$ cat src/rtl/pipe_decode_pkg.sv
// Shared Y86-64 decode constants: instruction codes, register IDs and the D-register NOP state.
// Included by pipe_decode and pipe_regfile via import pipe_decode_pkg::*.
package pipe_decode_pkg;

  localparam logic [3:0] IHALT   = 4'h0;
  localparam logic [3:0] INOP    = 4'h1;
  localparam logic [3:0] IRRMOVQ = 4'h2;
  localparam logic [3:0] IIRMOVQ = 4'h3;
  localparam logic [3:0] IRMMOVQ = 4'h4;
  localparam logic [3:0] IMRMOVQ = 4'h5;
  localparam logic [3:0] IOPQ    = 4'h6;
  localparam logic [3:0] IJXX    = 4'h7;
  localparam logic [3:0] ICALL   = 4'h8;
  localparam logic [3:0] IRET    = 4'h9;
  localparam logic [3:0] IPUSHQ  = 4'hA;
  localparam logic [3:0] IPOPQ   = 4'hB;

  localparam logic [3:0] RNONE   = 4'hF;
  localparam logic [3:0] RRSP    = 4'h4;

  localparam logic [3:0] NOP_ICODE = INOP;
  localparam logic [3:0] NOP_IFUN  = 4'h0;

endpackage

$ cat src/rtl/pipe_decode_regfile.sv
// pipe_regfile: NREG x WORD_W register file, two combinational read ports, two write ports
// (M port wins on a shared destination) and an asynchronous active-low clear.
module pipe_regfile
  import pipe_decode_pkg::*;
#(
  parameter int WORD_W = 64,
  parameter int NREG   = 15
) (
  input  logic              clk,
  input  logic              rst,
  input  logic [3:0]        src_a,
  input  logic [3:0]        src_b,
  output logic [WORD_W-1:0] val_a,
  output logic [WORD_W-1:0] val_b,
  input  logic [3:0]        dst_e,
  input  logic [WORD_W-1:0] wval_e,
  input  logic [3:0]        dst_m,
  input  logic [WORD_W-1:0] wval_m
);

  logic [WORD_W-1:0] regs [NREG];

  // IDs at or above NREG (including RNONE) never match an entry, so such writes fall away.
  genvar gi;
  generate
    for (gi = 0; gi < NREG; gi++) begin : g_reg
      logic [WORD_W-1:0] q_reg;

      always_ff @(posedge clk or negedge rst) begin
        if (!rst) begin
          q_reg <= '0;
        end else if (dst_m == 4'(gi)) begin
          q_reg <= wval_m;
        end else if (dst_e == 4'(gi)) begin
          q_reg <= wval_e;
        end
      end

      assign regs[gi] = q_reg;
    end
  endgenerate

  assign val_a = (int'(src_a) < NREG) ? regs[src_a] : '0;
  assign val_b = (int'(src_b) < NREG) ? regs[src_b] : '0;

endmodule

$ cat src/rtl/pipe_decode.sv
// pipe_decode: Y86-64 decode stage (D register, register file, source/dest selection, operands).
// Define PIPE_DECODE_FORWARD_EN to forward from E/M/W; otherwise any pending write to a source stalls.
module pipe_decode
  import pipe_decode_pkg::*;
#(
  parameter int WORD_W = 64,
  parameter int NREG   = 15
) (
  input  logic              clk,
  input  logic              rst,
  input  logic              D_stall,
  input  logic              D_bubble,
  input  logic [3:0]        f_icode,
  input  logic [3:0]        f_ifun,
  input  logic [3:0]        f_rA,
  input  logic [3:0]        f_rB,
  input  logic [WORD_W-1:0] f_valC,
  input  logic [WORD_W-1:0] f_valP,
  input  logic [3:0]        e_dstE,
  input  logic [WORD_W-1:0] e_valE,
  input  logic [3:0]        E_dstM,
  input  logic [3:0]        M_dstE,
  input  logic [3:0]        M_dstM,
  input  logic [WORD_W-1:0] M_valE,
  input  logic [WORD_W-1:0] m_valM,
  input  logic [3:0]        W_dstE,
  input  logic [3:0]        W_dstM,
  input  logic [WORD_W-1:0] W_valE,
  input  logic [WORD_W-1:0] W_valM,
  output logic [3:0]        d_icode,
  output logic [3:0]        d_ifun,
  output logic [3:0]        d_srcA,
  output logic [3:0]        d_srcB,
  output logic [3:0]        d_dstE,
  output logic [3:0]        d_dstM,
  output logic [WORD_W-1:0] d_valA,
  output logic [WORD_W-1:0] d_valB,
  output logic [WORD_W-1:0] d_valC,
  output logic              d_hazard,
  output logic              d_bad_icode
);

  logic [3:0]        dr_icode_reg;
  logic [3:0]        dr_ifun_reg;
  logic [3:0]        dr_ra_reg;
  logic [3:0]        dr_rb_reg;
  logic [WORD_W-1:0] dr_valc_reg;
  logic [WORD_W-1:0] dr_valp_reg;

  logic [WORD_W-1:0] rf_a;
  logic [WORD_W-1:0] rf_b;
  logic [WORD_W-1:0] opnd_a;
  logic [WORD_W-1:0] opnd_b;

  // Stall outranks bubble so a stalled instruction is never lost.
  always_ff @(posedge clk or negedge rst) begin
    if (!rst) begin
      dr_icode_reg <= NOP_ICODE;
      dr_ifun_reg  <= NOP_IFUN;
      dr_ra_reg    <= RNONE;
      dr_rb_reg    <= RNONE;
      dr_valc_reg  <= '0;
      dr_valp_reg  <= '0;
    end else if (D_stall) begin
      dr_icode_reg <= dr_icode_reg;
    end else if (D_bubble) begin
      dr_icode_reg <= NOP_ICODE;
      dr_ifun_reg  <= NOP_IFUN;
      dr_ra_reg    <= RNONE;
      dr_rb_reg    <= RNONE;
      dr_valc_reg  <= '0;
      dr_valp_reg  <= '0;
    end else begin
      dr_icode_reg <= f_icode;
      dr_ifun_reg  <= f_ifun;
      dr_ra_reg    <= f_rA;
      dr_rb_reg    <= f_rB;
      dr_valc_reg  <= f_valC;
      dr_valp_reg  <= f_valP;
    end
  end

  always_comb begin
    d_srcA      = RNONE;
    d_srcB      = RNONE;
    d_dstE      = RNONE;
    d_dstM      = RNONE;
    d_bad_icode = 1'b0;
    case (dr_icode_reg)
      IRRMOVQ: begin d_srcA = dr_ra_reg; d_dstE = dr_rb_reg; end
      IIRMOVQ: begin d_dstE = dr_rb_reg; end
      IRMMOVQ: begin d_srcA = dr_ra_reg; d_srcB = dr_rb_reg; end
      IMRMOVQ: begin d_srcB = dr_rb_reg; d_dstM = dr_ra_reg; end
      IOPQ:    begin d_srcA = dr_ra_reg; d_srcB = dr_rb_reg; d_dstE = dr_rb_reg; end
      ICALL:   begin d_srcB = RRSP; d_dstE = RRSP; end
      IRET:    begin d_srcA = RRSP; d_srcB = RRSP; d_dstE = RRSP; end
      IPUSHQ:  begin d_srcA = dr_ra_reg; d_srcB = RRSP; d_dstE = RRSP; end
      IPOPQ:   begin d_srcA = RRSP; d_srcB = RRSP; d_dstE = RRSP; d_dstM = dr_ra_reg; end
      INOP, IHALT, IJXX: begin end
      default: d_bad_icode = 1'b1;
    endcase
  end

  pipe_regfile #(
    .WORD_W (WORD_W),
    .NREG   (NREG)
  ) u_regfile (
    .clk    (clk),
    .rst    (rst),
    .src_a  (d_srcA),
    .src_b  (d_srcB),
    .val_a  (rf_a),
    .val_b  (rf_b),
    .dst_e  (W_dstE),
    .wval_e (W_valE),
    .dst_m  (W_dstM),
    .wval_m (W_valM)
  );

`ifdef PIPE_DECODE_FORWARD_EN
  logic [3:0]        fwd_dst [5];
  logic [WORD_W-1:0] fwd_val [5];

  assign fwd_dst = '{e_dstE, M_dstM, M_dstE, W_dstM, W_dstE};
  assign fwd_val = '{e_valE, m_valM, M_valE, W_valM, W_valE};

  // Walk from lowest to highest priority so the youngest producer overwrites older ones.
  always_comb begin
    opnd_a = rf_a;
    opnd_b = rf_b;
    for (int i = 4; i >= 0; i--) begin
      if (d_srcA != RNONE && d_srcA == fwd_dst[i]) opnd_a = fwd_val[i];
      if (d_srcB != RNONE && d_srcB == fwd_dst[i]) opnd_b = fwd_val[i];
    end
  end

  // Only a load still in execute cannot be forwarded in time.
  assign d_hazard = (E_dstM != RNONE) && ((E_dstM == d_srcA) || (E_dstM == d_srcB));
`else
  logic [3:0] haz_dst [6];
  logic       unused_fwd;

  assign haz_dst    = '{e_dstE, E_dstM, M_dstE, M_dstM, W_dstE, W_dstM};
  assign unused_fwd = ^{e_valE, M_valE, m_valM};
  assign opnd_a     = rf_a;
  assign opnd_b     = rf_b;

  always_comb begin
    d_hazard = 1'b0;
    for (int i = 0; i < 6; i++) begin
      if ((d_srcA != RNONE && d_srcA == haz_dst[i]) ||
          (d_srcB != RNONE && d_srcB == haz_dst[i])) begin
        d_hazard = 1'b1;
      end
    end
  end
`endif

  assign d_icode = dr_icode_reg;
  assign d_ifun  = dr_ifun_reg;
  assign d_valC  = dr_valc_reg;
  assign d_valA  = (dr_icode_reg == ICALL || dr_icode_reg == IJXX) ? dr_valp_reg : opnd_a;
  assign d_valB  = opnd_b;

endmodule

$ cat config.mk
export PLATFORM = sky130hd
export DESIGN_NAME = pipe_decode
export DESIGN_NICKNAME = d
export VERILOG_FILES = /design/src/rtl/pipe_decode_pkg.sv /design/src/rtl/pipe_decode_regfile.sv /design/src/rtl/pipe_decode.sv
export SDC_FILE = /design/constraint.sdc
export NUM_CORES = 2
export LEC_CHECK = 0
export BUFFER_PORTS_ARGS = -buffer_cell sky130_fd_sc_hd__buf_2
export CELL_PAD_IN_SITES_DETAIL_PLACEMENT = 2
export CELL_PAD_IN_SITES_GLOBAL_PLACEMENT = 2
export CORE_MARGIN = 5
export CORE_UTILIZATION = 30
export DETAILED_ROUTE_END_ITERATION = 7
export PLACE_DENSITY_LB_ADDON = 0.1
export SETUP_SLACK_MARGIN = 0.15
export SLEW_MARGIN = 20
export SYNTH_ARGS = -nofsm -noshare
export SYNTH_HDL_FRONTEND = slang
export SYNTH_SLANG_ARGS = --single-unit
$ cat constraint.sdc
create_clock -name clk -period 5.9 [get_ports clk]
set_input_delay 0.59 -clock clk [delete_from_list [all_inputs] [get_ports clk]]
set_output_delay 0.59 -clock clk [all_outputs]
set_load 0.02 [all_outputs]
Yosys cells after proc, flatten, opt, wreduce, memory -nomap -nowiden

Cells that the tools add are included.
Widths: inputs -> output; s select.

Bits in latches: 0
Bits in registers: 1104
RAM bits: 0
Memories: 0
ROM bits: 0

Bitwise operators: 2
Reductions and logical operators: 44
Shifts and indexed selects: 0
$lt $le $gt $ge: 4
Multiplexer cells: 56
Div/mod/pow operators: 0
$add $sub $neg: 0
Eq/ne operators: 53
Multipliers: 0

Operators with widths:

| operator           | count |
|---|---|
| $mux 64            | 39 |
| $bmux 64 s4        | 2 |
| $eq 4x4->1 const B | 18 |
| $eq 4x3->1 const B | 12 |
| $eq 4x4->1         | 12 |
| $reduce_bool 2->1  | 15 |
| $eq 4x2->1 const B | 6 |
| $pmux 4 s2         | 3 |
| $mux 4             | 5 |
| $eq 4x1->1 const B | 3 |
| $logic_and 1x1->1  | 12 |
| $logic_not 4->1    | 3 |
| $reduce_or 12->1   | 1 |
| $ge 5x5->1 const B | 2 |
| $not 4->5          | 2 |
| $lt 4x4->1 const B | 2 |
| $ne 4x4->1 const B | 2 |
| $reduce_or 4->1    | 2 |
| $logic_or 1x1->1   | 7 |
| $mux 1             | 7 |
| $reduce_or 3->1    | 2 |
| $reduce_or 2->1    | 2 |

Depth between registers and ports, before layout

Word-level depth: 12
Gate-level depth with buffers: 12
Gate-level depth less buffers: 8

Cells and area by module

From an unflattened synthesis, not the netlist that was laid out.

Cell total of the unflattened synthesis: 6544
Area, all modules: 67813.8 µm²

Modules (own cells, without submodules):

| module       | seq. area each (µm²) | area an instance (µm²) | cells each | times used |
|---|---|---|---|---|
| pipe_regfile | 24023.0              | 60141.4                | 5734       | 1 |
| pipe_decode  | 3614.7               | 7672.4                 | 810        | 1 |

Least setup slack after synthesis

OpenSTA, ideal clock, no wires.

Kind: register -> output
Start: register dr_icode_reg[0] (netlist: d_icode[0])
End: output port d_valB[54]
Slack: 2653 ps
Required time: 5310 ps
Data arrival time: 2657 ps
Buffers on the path: 5
Stages on the path, launching flop included: 11
Cells stage by stage: dfstp_2 clkbuf_1 and2_1 nor3_2 inv_2 buf_2 buf_2 buf_2 clkbuf_1 o21ai_0 a21oi_1

Cells in the longest elaborated chain, start to end: 8
Elaborated cells between the ends (all ways): 16
Classes of those cells: 1 x order compare; 7 x eq/ne; 5 x mux; 1 x bitwise; 2 x reduce/logical

Ends and longest elaborated chain:

| item                                                                | RTL line                  | text |
|---|---|---|
| start, declared                                                     | pipe_decode.sv:43         | `logic [3:0] dr_icode_reg;` |
| start signal, assigned                                              | pipe_decode.sv:65         | `dr_icode_reg <= dr_icode_reg;` |
| start signal, assigned                                              | pipe_decode.sv:74         | `dr_icode_reg <= f_icode;` |
| $eq 4x4->1 / $eq 4x3->1 (equally long branches)                     | pipe_decode.sv:89         | `case (dr_icode_reg)` |
| $reduce_or 4->1 (no line) / $reduce_or 3->1 (equally long branches) | --                        |  |
| $pmux 4 s2 (*)                                                      | pipe_decode.sv:89         |  |
| net d_srcB[2]                                                       | pipe_decode.sv:33         | `output logic [3:0] d_srcB,` |
| $not 4->5 (implied by the code)                                     | pipe_decode_regfile.sv:44 | `assign val_b = (int'(src_b) < NREG) ? regs[src_b] : '0;` |
| $bmux 64 s4                                                         | pipe_decode_regfile.sv:44 |  |
| $mux 64 (implied by the code) (2 in series)                         | pipe_decode_regfile.sv:44 |  |
| $mux 64 (*)                                                         | pipe_decode_regfile.sv:44 |  |
| end, declared                                                       | pipe_decode.sv:37         | `output logic [WORD_W-1:0] d_valB,` |

The timed path passes the listed nets; every way through them passes the cells marked *. The select of a mux whose other input is x is not followed.

Worst setup path after layout

Start: register dr_icode_reg[2] (netlist: d_icode[2])
End: output port d_valA[59]

Cells in the longest elaborated chain, start to end: 9
Elaborated cells between the ends (all ways): 19
Classes of those cells: 1 x order compare; 8 x eq/ne; 6 x mux; 1 x bitwise; 3 x reduce/logical

Ends and longest elaborated chain:

| item                                                                | RTL line                  | text |
|---|---|---|
| $eq 4x4->1, or another cell as far along                            | pipe_decode.sv:89         |  |
| $reduce_or 4->1 (no line) / $reduce_or 2->1 (equally long branches) | --                        |  |
| $pmux 4 s2                                                          | pipe_decode.sv:89         |  |
| $not 4->5 (implied by the code)                                     | pipe_decode_regfile.sv:43 | `assign val_a = (int'(src_a) < NREG) ? regs[src_a] : '0;` |
| $bmux 64 s4                                                         | pipe_decode_regfile.sv:43 |  |
| $mux 64 (implied by the code) (2 in series)                         | pipe_decode_regfile.sv:43 |  |
| $mux 64                                                             | pipe_decode_regfile.sv:43 |  |
| $mux 64 (*)                                                         | pipe_decode.sv:162        | `assign d_valA = (dr_icode_reg == ICALL \|\| dr_icode_reg == IJXX) ? dr_valp_reg : opnd_a;` |
| end, declared                                                       | pipe_decode.sv:36         | `output logic [WORD_W-1:0] d_valA,` |

Every way passes the cells marked *; elsewhere a longest branch is shown, timed or not. The select of a mux whose other input is x is not followed.

==> results.sh <==
export IMPL_outcome="finished clean"
export IMPL_synthArstFlopShare_pct=100
export IMPL_setup_violations=0
export IMPL_cp_start_kind="flop"
export IMPL_cts_root_buf="clkbuf_16"
export IMPL_core_um2=224000
export IMPL_vias=65400
export IMPL_clock_sinks=1104
export IMPL_die_area_um2=234000
export IMPL_antenna_found_initial=57
export IMPL_drt_wirelength_per_cell_um=31.1
export IMPL_cts_buffers=147
export IMPL_rows=174
export IMPL_rsz0062_at_grt="no"
export IMPL_cp_slowest_stage_delay_ns=0.60
export IMPL_maxSlewHeadroom_pct=24.9
export IMPL_r2r_slack_ns=4.75
export IMPL_min_period_ns=5.38
export IMPL_initial_utilization_pct=30.1
export IMPL_grt_pass1_wl_um=503000
export IMPL_drt_initial_drc_count=4426
export IMPL_leakage_nw=32.2
export IMPL_postSynthCellCount=7963
export IMPL_criticalPathCategory="reg -> out"
export IMPL_grt_total_usage_pct=28.6
export IMPL_worst_hold_slack_ns=0.0460
export IMPL_drt_total_wl_um=346000
export IMPL_clkTransAtPathRegs_ns=0.06
export IMPL_fin_crit_sh_pct=91.1
export IMPL_clk_latency_ns=0.81
export IMPL_cp_required_ns=5.31
export IMPL_path_max_fanout=112
export IMPL_ys_ff_latch=1104
export IMPL_place_inst=10800
export IMPL_h_tree_depth=4
export IMPL_cts_max_path_buffers=3
export IMPL_final_hold_violation_count=0
export IMPL_detail_route_vias_per_cell=5.88
export IMPL_powerDensity_nw_per_um2=337
export IMPL_die_w_um=484
export IMPL_tightest_slew_ns=1.13
export IMPL_postCtsSetupRepairBufs=0
export IMPL_overflow=0
export IMPL_finalNetCount=8490
export IMPL_first_pass_iters=7
export IMPL_synthFlopType="dfrtp_1"
export IMPL_ys_warnings_count=0
export IMPL_syn_area_per_cell_um2=8.46
export IMPL_cts_resized=0
export IMPL_slowest_stage="buf_12"
export IMPL_slew_viol_final=0
export IMPL_tns_ns=0
export IMPL_grt_pass1_vias=70500
export IMPL_die_h_um=484
export IMPL_utilization_pct=34.8
export IMPL_fin_worst_skew_ns=0
export IMPL_drive_gt1_share_pct=13.2
export IMPL_holdCritPathClass="in -> reg"
export IMPL_syn2layout_area_growth_pct=15.9
export IMPL_grt_max_degree=192
export IMPL_ant_nets=0
export IMPL_cts_tree="built"
export IMPL_synth_cell_types=59
export IMPL_path_cells="nor2_1 -> or3_1 -> o21ai_4 -> buf_12 -> buf_4 -> nand3_1 -> and3_1 -> a31oi_1 -> o21ai_1 -> buf_2"
export IMPL_synth_nets=8455
export IMPL_synth_edf_count=0
export IMPL_numPortBuffers=517
export IMPL_place_hpwl_um=194000
export IMPL_crit_path_end_kind="primary output"
export IMPL_ir_drop_mv=0.229
export IMPL_yosysSeqAreaShare_pct=41.0
export IMPL_clock_fmax_mhz=186
export IMPL_gp_congestion=0.783
export IMPL_max_cap_viol_count=0
export IMPL_fin_cells=11100
export IMPL_drcViolationCount=0
export IMPL_synth_cell_area_um2=67400
export IMPL_cp_arrival_ns=4.79
export IMPL_p_total_mw=26.3
export IMPL_io_pins=710
export IMPL_largest_register_ffs=960
cell usage after synthesis, drive strengths merged (144+ instances only):
cell | instances | share of area [%]
a21oi | 407 | 3.0
a221oi | 192 | 2.5
a31oi | 199 | 1.8
buf | 227 | 1.6
clkbuf | 630 | 3.5
dfrtp | 1095 | 41
mux2i | 1031 | 15
nand2 | 1774 | 9.9
nand2b | 144 | 1.3
nand3 | 321 | 2.4
nor2 | 288 | 1.6
o21ai | 1059 | 7.9
layer usage:
layer	global-route usage [%]	wire length, um	share of wire [%]
met3	4.64	17600	5.1
met1	38.1	155000	45
met2	47.4	162000	47
met5	0	127	0.037
met4	9.76	12100	3.5
path summary, 6_finish.rpt:
path                            start                             to  cells past startpoint
setup / recovery           d_icode[2]                     d_valA[59]                     10
hold reg to reg            d_valC[13]                     d_valC[13]                      2
setup reg to reg           d_icode[0]                     d_icode[0]                      2
hold / removal             f_valC[58]                     d_valC[58]                      3
min in group asynchronous         rst  u_regfile.g_reg[10].q_reg[12]                      2
max in group asynchronous         rst   u_regfile.g_reg[9].q_reg[58]                      3
area by class of cell:
class                   instances  area [um^2]
fillers                     25100       146000
multi-input cells            5983        36500
flip-flops and latches       1104        27600
repair buffers                743         5260
clock buffers                 227         4390
well taps                    2992         3740
clock inverters                33          415
inverters                      19          114
diodes                         33         82.6
where the power goes:
part           switching [mW]  leakage (nW)  internal, mW
Combinational            4.11          16.5          2.47
Clock                    3.86          2.36          5.41
Sequential               1.32          13.4          9.12
worst max-delay path: cells and delay by family, from the launching register on:
kind | cells | cell delay, ns
and+or+nand+nor | 4 | 1.07
buffers and inverters | 3 | 1.33
AOI/OAI and AO/OA | 3 | 0.86
DFF | 1 | 0.58
stage by stage:
step,setup WS [ns],area [um^2]
6_report,0.524,78100
5_1_grt,0.389,78100
4_1_cts,0.586,78000
3_5_place_dp,1.48,72400
3_3_place_gp,1.52,72400
2_1_floorplan,2.65,67400
cell families after synthesis:
| logic type | share of synthesized area (%) |
|---|---|
| AO/OA/AOI/OAI | 18.5 |
| XOR/XNOR | 0.104 |
| buffers and inverters | 5.26 |
| flip-flops | 41.0 |
| multiplexers | 18.4 |
| AND/OR/NAND/NOR | 16.8 |
timing repair:
item | in CTS | in global routing
endpoints found under the hold margin | 125 | 0
setup endpoints to repair | 0 | 0
hold buffers | 76 | 0
cells in the final DEF, fill, tap and decap left out, types with 9 or more instances in the layout:
| cell | count |
|---|---|
| inv_1 | 11 |
| a211oi_1 | 70 |
| nor3_1 | 73 |
| buf_4 | 89 |
| nand3_1 | 321 |
| nor2_1 | 275 |
| a21oi_1 | 407 |
| a221o_1 | 66 |
| clkbuf_16 | 153 |
| mux2_2 | 65 |
| nand2_1 | 1773 |
| a22oi_1 | 9 |
| mux2i_1 | 1031 |
| a221oi_1 | 192 |
| and3_1 | 64 |
| clkbuf_8 | 28 |
| clkinv_2 | 17 |
| diode_2 | 33 |
| o21ai_1 | 62 |
| dfrtp_1 | 1095 |
| mux4_2 | 59 |
| dlygate4sd3_1 | 76 |
| nor3_2 | 12 |
| buf_12 | 61 |
| dfstp_2 | 9 |
| nor2_4 | 13 |
| o21ai_0 | 992 |
| nand2b_1 | 143 |
| clkbuf_1 | 46 |
| o22ai_1 | 12 |
| a31oi_1 | 199 |
| a32oi_1 | 64 |
| buf_2 | 514 |
Note: power is estimated with default switching activity, not from simulation.
